File: src/rtl/ps2_rx_fifo.sv
// PS/2 device-to-host receiver feeding an FWFT byte FIFO; PS2_PREFIX_DECODE_EN folds E0/F0 prefixes into ext/brk flags.
// Latency: byte visible on rd_valid/rd_data one cycle after the stop-bit edge pulse.
// Backpressure: none toward the PS/2 line; full FIFO drops the frame and pulses overflow.
module ps2_rx_fifo #(
    parameter int FILTER_LEN  = 8,
    parameter int FIFO_DEPTH  = 8,
    parameter int TIMEOUT_CYC = 50000,
    localparam int CNT_W      = $clog2(FIFO_DEPTH + 1)
) (
    input  logic             clk,
    input  logic             nreset,
    input  logic             PS2_CLK,
    input  logic             PS2_DAT,
    input  logic             rd_en,
    output logic [9:0]       rd_data,
    output logic             rd_valid,
    output logic [CNT_W-1:0] fifo_count,
    output logic             overflow,
    output logic             frame_error
);
    localparam int PTR_W = $clog2(FIFO_DEPTH);
    localparam int WD_W  = $clog2(TIMEOUT_CYC);

    typedef enum logic [1:0] {IDLE, DATA, PARITY, STOP} state_t;

    logic                  dat_s1_q, dat_s2_q;
    logic [FILTER_LEN-1:0] filt_q, filt_d;
    logic                  lvl_q, lvl_d, fall;
    state_t                state_q, state_d;
    logic [2:0]            bitcnt_q, bitcnt_d;
    logic [7:0]            code_q, code_d;
    logic                  par_q, par_d;
    logic [WD_W-1:0]       wdog_q, wdog_d;
    logic                  ferr_q, ferr_d, ovf_q, ovf_d;
    logic                  good, push, pop, full, wr_en;
    logic [9:0]            push_dat;
    logic [9:0]            mem_q [FIFO_DEPTH];
    logic [PTR_W-1:0]      wr_ptr_q, wr_ptr_d, rd_ptr_q, rd_ptr_d;
    logic [CNT_W-1:0]      cnt_q, cnt_d;
`ifdef PS2_PREFIX_DECODE_EN
    logic                  ext_q, ext_d, brk_q, brk_d;
`endif

    always_comb begin
        filt_d = {filt_q[FILTER_LEN-2:0], PS2_CLK};
        lvl_d  = lvl_q;
        if (&filt_q)       lvl_d = 1'b1;
        else if (~|filt_q) lvl_d = 1'b0;
        fall = lvl_q & ~lvl_d;
    end

    always_comb begin
        state_d  = state_q;
        bitcnt_d = bitcnt_q;
        code_d   = code_q;
        par_d    = par_q;
        wdog_d   = '0;
        good     = 1'b0;
        ferr_d   = 1'b0;
        case (state_q)
            IDLE: if (fall && !dat_s2_q) begin
                state_d  = DATA;
                bitcnt_d = 3'd0;
            end
            DATA: if (fall) begin
                code_d   = {dat_s2_q, code_q[7:1]};
                bitcnt_d = bitcnt_q + 3'd1;
                if (bitcnt_q == 3'd7) state_d = PARITY;
            end
            PARITY: if (fall) begin
                par_d   = dat_s2_q;
                state_d = STOP;
            end
            STOP: if (fall) begin
                state_d = IDLE;
                if (dat_s2_q && (^{code_q, par_q})) good   = 1'b1;
                else                                ferr_d = 1'b1;
            end
            default: state_d = IDLE;
        endcase
        // Watchdog only runs between edges of an open frame.
        if (state_q != IDLE && !fall) begin
            if (wdog_q == WD_W'(TIMEOUT_CYC - 1)) begin
                state_d = IDLE;
                ferr_d  = 1'b1;
            end else begin
                wdog_d = wdog_q + WD_W'(1);
            end
        end
    end

`ifdef PS2_PREFIX_DECODE_EN
    always_comb begin
        push     = 1'b0;
        push_dat = {ext_q, brk_q, code_q};
        ext_d    = ext_q;
        brk_d    = brk_q;
        if (good) begin
            if (code_q == 8'hE0)      ext_d = 1'b1;
            else if (code_q == 8'hF0) brk_d = 1'b1;
            else begin
                push  = 1'b1;
                ext_d = 1'b0;
                brk_d = 1'b0;
            end
        end
        if (ferr_d) begin
            ext_d = 1'b0;
            brk_d = 1'b0;
        end
    end
`else
    always_comb begin
        push     = good;
        push_dat = {2'b00, code_q};
    end
`endif

    always_comb begin
        full  = (cnt_q == CNT_W'(FIFO_DEPTH));
        pop   = rd_en && (cnt_q != '0);
        wr_en = push && (!full || pop);
        ovf_d = push && full && !pop;
        wr_ptr_d = wr_en ? wr_ptr_q + PTR_W'(1) : wr_ptr_q;
        rd_ptr_d = pop   ? rd_ptr_q + PTR_W'(1) : rd_ptr_q;
        cnt_d    = cnt_q;
        if (wr_en && !pop)      cnt_d = cnt_q + CNT_W'(1);
        else if (!wr_en && pop) cnt_d = cnt_q - CNT_W'(1);
    end

    always_ff @(posedge clk or negedge nreset) begin
        if (!nreset) begin
            dat_s1_q <= 1'b1;
            dat_s2_q <= 1'b1;
            filt_q   <= '1;
            lvl_q    <= 1'b1;
            state_q  <= IDLE;
            bitcnt_q <= '0;
            code_q   <= '0;
            par_q    <= 1'b0;
            wdog_q   <= '0;
            ferr_q   <= 1'b0;
            ovf_q    <= 1'b0;
            wr_ptr_q <= '0;
            rd_ptr_q <= '0;
            cnt_q    <= '0;
`ifdef PS2_PREFIX_DECODE_EN
            ext_q    <= 1'b0;
            brk_q    <= 1'b0;
`endif
        end else begin
            dat_s1_q <= PS2_DAT;
            dat_s2_q <= dat_s1_q;
            filt_q   <= filt_d;
            lvl_q    <= lvl_d;
            state_q  <= state_d;
            bitcnt_q <= bitcnt_d;
            code_q   <= code_d;
            par_q    <= par_d;
            wdog_q   <= wdog_d;
            ferr_q   <= ferr_d;
            ovf_q    <= ovf_d;
            wr_ptr_q <= wr_ptr_d;
            rd_ptr_q <= rd_ptr_d;
            cnt_q    <= cnt_d;
`ifdef PS2_PREFIX_DECODE_EN
            ext_q    <= ext_d;
            brk_q    <= brk_d;
`endif
        end
    end

    // Storage needs no reset: the head is masked to zero whenever the FIFO is empty.
    always_ff @(posedge clk) begin
        if (wr_en) mem_q[wr_ptr_q] <= push_dat;
    end

    assign rd_valid    = (cnt_q != '0);
    assign rd_data     = rd_valid ? mem_q[rd_ptr_q] : 10'd0;
    assign fifo_count  = cnt_q;
    assign overflow    = ovf_q;
    assign frame_error = ferr_q;
endmodule
File: config.mk
export PLATFORM = sky130hd
export DESIGN_NAME = ps2_rx_fifo
export DESIGN_NICKNAME = d
export VERILOG_FILES = /design/src/rtl/ps2_rx_fifo.sv
export SDC_FILE = /design/constraint.sdc
export NUM_CORES = 1
export LEC_CHECK = 0
export CORE_MARGIN = 2
export CORE_UTILIZATION = 60
export DETAILED_ROUTE_END_ITERATION = 10
export PLACE_DENSITY = 0.79
export SETUP_SLACK_MARGIN = 0.15
export SLEW_MARGIN = 20
export SYNTH_ARGS = -nofsm -noshare
export SYNTH_HDL_FRONTEND = slang
export SYNTH_SLANG_ARGS = --single-unit
export TNS_END_PERCENT = 5
File: constraint.sdc
create_clock -name clk -period 8.7 [get_ports clk]
set_clock_uncertainty 0.2 [all_clocks]
set_input_delay 2.61 -clock clk [delete_from_list [all_inputs] [get_ports clk]]
set_output_delay 2.61 -clock clk [all_outputs]
set_load 0.005 [all_outputs]
==> flow_summary.json <==
{
  "run_status": "finished clean",
  "clkTransAtPathRegs_ps": 50,
  "synth_ff_type": "edfxtp_1",
  "period_share": 0.625,
  "place_inst": 432,
  "critPathKind": "in -> reg",
  "dpl-instance-area_um2": 5270,
  "routed_wl_um": 8410,
  "final_layout_size_suffix_gt1_frac": 0.212,
  "routedWlPerCell_um": 18.1,
  "core-area_um2": 8130,
  "finalWeightedCongestion": 0.786,
  "setup_viol_count_final": 0,
  "nets": 360,
  "row_count": 33,
  "min_from": "dat_s1_q$_DFF_PN1_",
  "min_to": "dat_s2_q$_DFF_PN1_",
  "ys_seq_area_frac": 0.657,
  "synth_edf_count": 64,
  "critPathMaxFanout": 7,
  "gr-total-overflow": 0,
  "die-height_um": 94.9,
  "ctsHoldBuffers": 0,
  "maxSlewHeadroom": 0.320,
  "p_per_area_nw_per_um2": 217,
  "fillCellCount": 481,
  "ant_nets": 0,
  "drv_slew": 0,
  "setup_tns_ps": 0,
  "clockBufferDepth": 2,
  "grt_pass1_vias": 2762,
  "cts-htree-levels": 4,
  "insertion_delay_ps": 500,
  "yosys_warnings": 0,
  "synth-xor-area-share": 0.0595,
  "io_pins": 22,
  "cts.sinks": 117,
  "synth_top_family_by_area": "multiplexers",
  "antenna_found_initial": 0,
  "final_cells": 464,
  "synth_top_area_cell": "edfxtp_1",
  "grt_max_degree": 54,
  "die_w_um": 94.9,
  "start_kind": "input pin",
  "fmax_mhz": 184,
  "clockRootBuffer": "clkbuf_8",
  "register_area_um2": 3260,
  "r2r_slack_ps": 5390,
  "r2r_end": "fifo_count[3]$_DFFE_PN0P_",
  "route.detailed.drc": 0,
  "postCtsSetupBuffers": 0,
  "worstPathRequired_ps": 8880,
  "ctsResizeCount": 0,
  "synth_area_leaders": "edfxtp_1 (39%), dfrtp_1 (21%), mux4_2 (7.3%)",
  "async_reset_ff_frac": 0.453,
  "fin_area_um2": 5850,
  "cts_tree": "yes",
  "ys_types": 47,
  "synth_compound_area_frac": 0.0194,
  "postSynthAreaPerCell_um2": 15.8,
  "leakage_nw": 2.17,
  "cts_buffers": 17,
  "vias": 2636,
  "synth_top_area_share": 0.387,
  "arrival_ps": 5620,
  "drt-vias-per-instance": 5.68,
  "grt_first_pass_wirelength_um": 13800,
  "port_buffers": 19,
  "tightest_slew_ps": 1010,
  "ys_ff_latch": 117,
  "multi_input_area_um2": 1640,
  "rr_startpoint": "fifo_count[0]$_DFFE_PN0P_",
  "hold_class": "reg -> reg",
  "synth_area_um2": 4960,
  "peakVddDrop_uv": 136,
  "syn_to_final_growth_pct": 17.9,
  "fin_util": 0.719,
  "min_delay_path_depth": 0,
  "cap_violations": 0,
  "synthSimpleGateAreaFrac": 0.107,
  "rsz0062_at_grt": "false",
  "dp_hpwl_um": 5190,
  "fin_crit_ps": 5440,
  "start_util": 0.610,
  "end_kind": "flop",
  "n_antenna_cell": 0,
  "drt-pass1-iter-count": 4,
  "yosysMostFrequentCell": "edfxtp_1",
  "r2r_cells": 12,
  "ys_top_cells_by_count": "edfxtp_1 (64), dfrtp_1 (42), nor2_1 (32)",
  "first_iter_violations": 212,
  "syn_inst": 314,
  "grt_use_total": 0.214,
  "die_area_um2": 9010,
  "hold_viol_final": 0,
  "yosys-mux-area-fraction": 0.117,
  "yosys.area_share.adder": 0.0242
}
[worst max path at each step]
stage,startpoint,to,slack (ps),cells after the start
floorplan,rd_en,fifo_count[3]$_DFFE_PN0P_,3610,13
global placement,rd_en,fifo_count[3]$_DFFE_PN0P_,2860,14
detailed placement,rd_en,fifo_count[3]$_DFFE_PN0P_,2790,14
CTS,rd_ptr_q[0]$_DFFE_PN0N_,rd_data[6],2890,4
global route,rd_en,fifo_count[3]$_DFFE_PN0P_,3090,14
finish,rd_en,fifo_count[3]$_DFFE_PN0P_,3260,14
[power by group]
part | switching (mW) | internal (mW) | total [mW]
logic | 0.00612 | 0.00265 | 0.00877
registers | 0.00370 | 0.586 | 0.590
clock network | 0.238 | 0.434 | 0.672
total | 0.248 | 1.02 | 1.27
[worst max-delay path: stages]
cell,delay (ps)
clkdlybuf4s50_1,440
nand2b_1,170
nor4_1,670
nor2_1,210
nand3_4,200
inv_1,60
ha_1,220
inv_1,110
ha_1,250
a21o_1,170
a21oi_1,160
xnor2_1,130
nor2_1,70
xor2_1,150
[layout by cell type (no fill, tap or decap), types with 4 or more instances in the layout]
master,n
nand4_1,5
mux2_1,10
xor2_1,11
nand2_1,11
mux4_2,16
clkbuf_16,16
o21ai_0,4
nor3_1,4
dfrtp_1,41
xnor2_1,15
clkdlybuf4s50_1,18
nand2b_1,4
and3_1,7
ha_1,8
clkinvlp_4,4
mux2i_1,8
inv_1,5
nor2_1,32
nand3_1,10
buf_4,4
edfxtp_1,64
dfstp_2,11
[flip-flops by register name, summed over array words and instances (netlist names), 2 cells and up]
name,cells
bitcnt_q,3
code_q,8
fifo_count,4
filt_q,8
mem_q,64
rd_ptr_q,3
state_q,2
wdog_q,16
wr_ptr_q,3
[through the flow]
stage	power [mW]	hold WS (ps)	setup slack (ps)
after detailed placement	0.610	150	2790
final	1.27	156	3260
after CTS	1.28	158	2890
after global routing	1.31	161	3090
after floorplan	0.602	145	3610
after global placement	0.609	146	2860
[metal layers]
layer	up-vias	part of all wire	global-route usage
li1	1234	-	-
met2	40	0.54	0.358
met4	0	0.0081	0.0761
met1	1356	0.42	0.265
met5	-	0	0
met3	6	0.026	0.0678
[area by class of cell]
cell class	instances	area share
Inverter	6	0.00385
Timing Repair Buffer	23	0.0368
Clock inverter	13	0.0272
Tap cell	105	0.0225
Clock buffer	19	0.0721
Sequential cell	117	0.558
Multi-Input combinational cell	181	0.280
[kinds of logic (layout without fill, tap and decap cells)]
family                     count (synthesis)  count (layout)
and+or+nand+nor                           91              91
xor gates and xnor gates                  29              29
muxes                                     36              36
AOI/OAI and AO/OA                         14              14
other                                      1               2
adders and majority gates                  9               9
DFF                                      117             117
buffers and inverters                     17              61
Note: power is estimated with default switching activity, not from simulation.
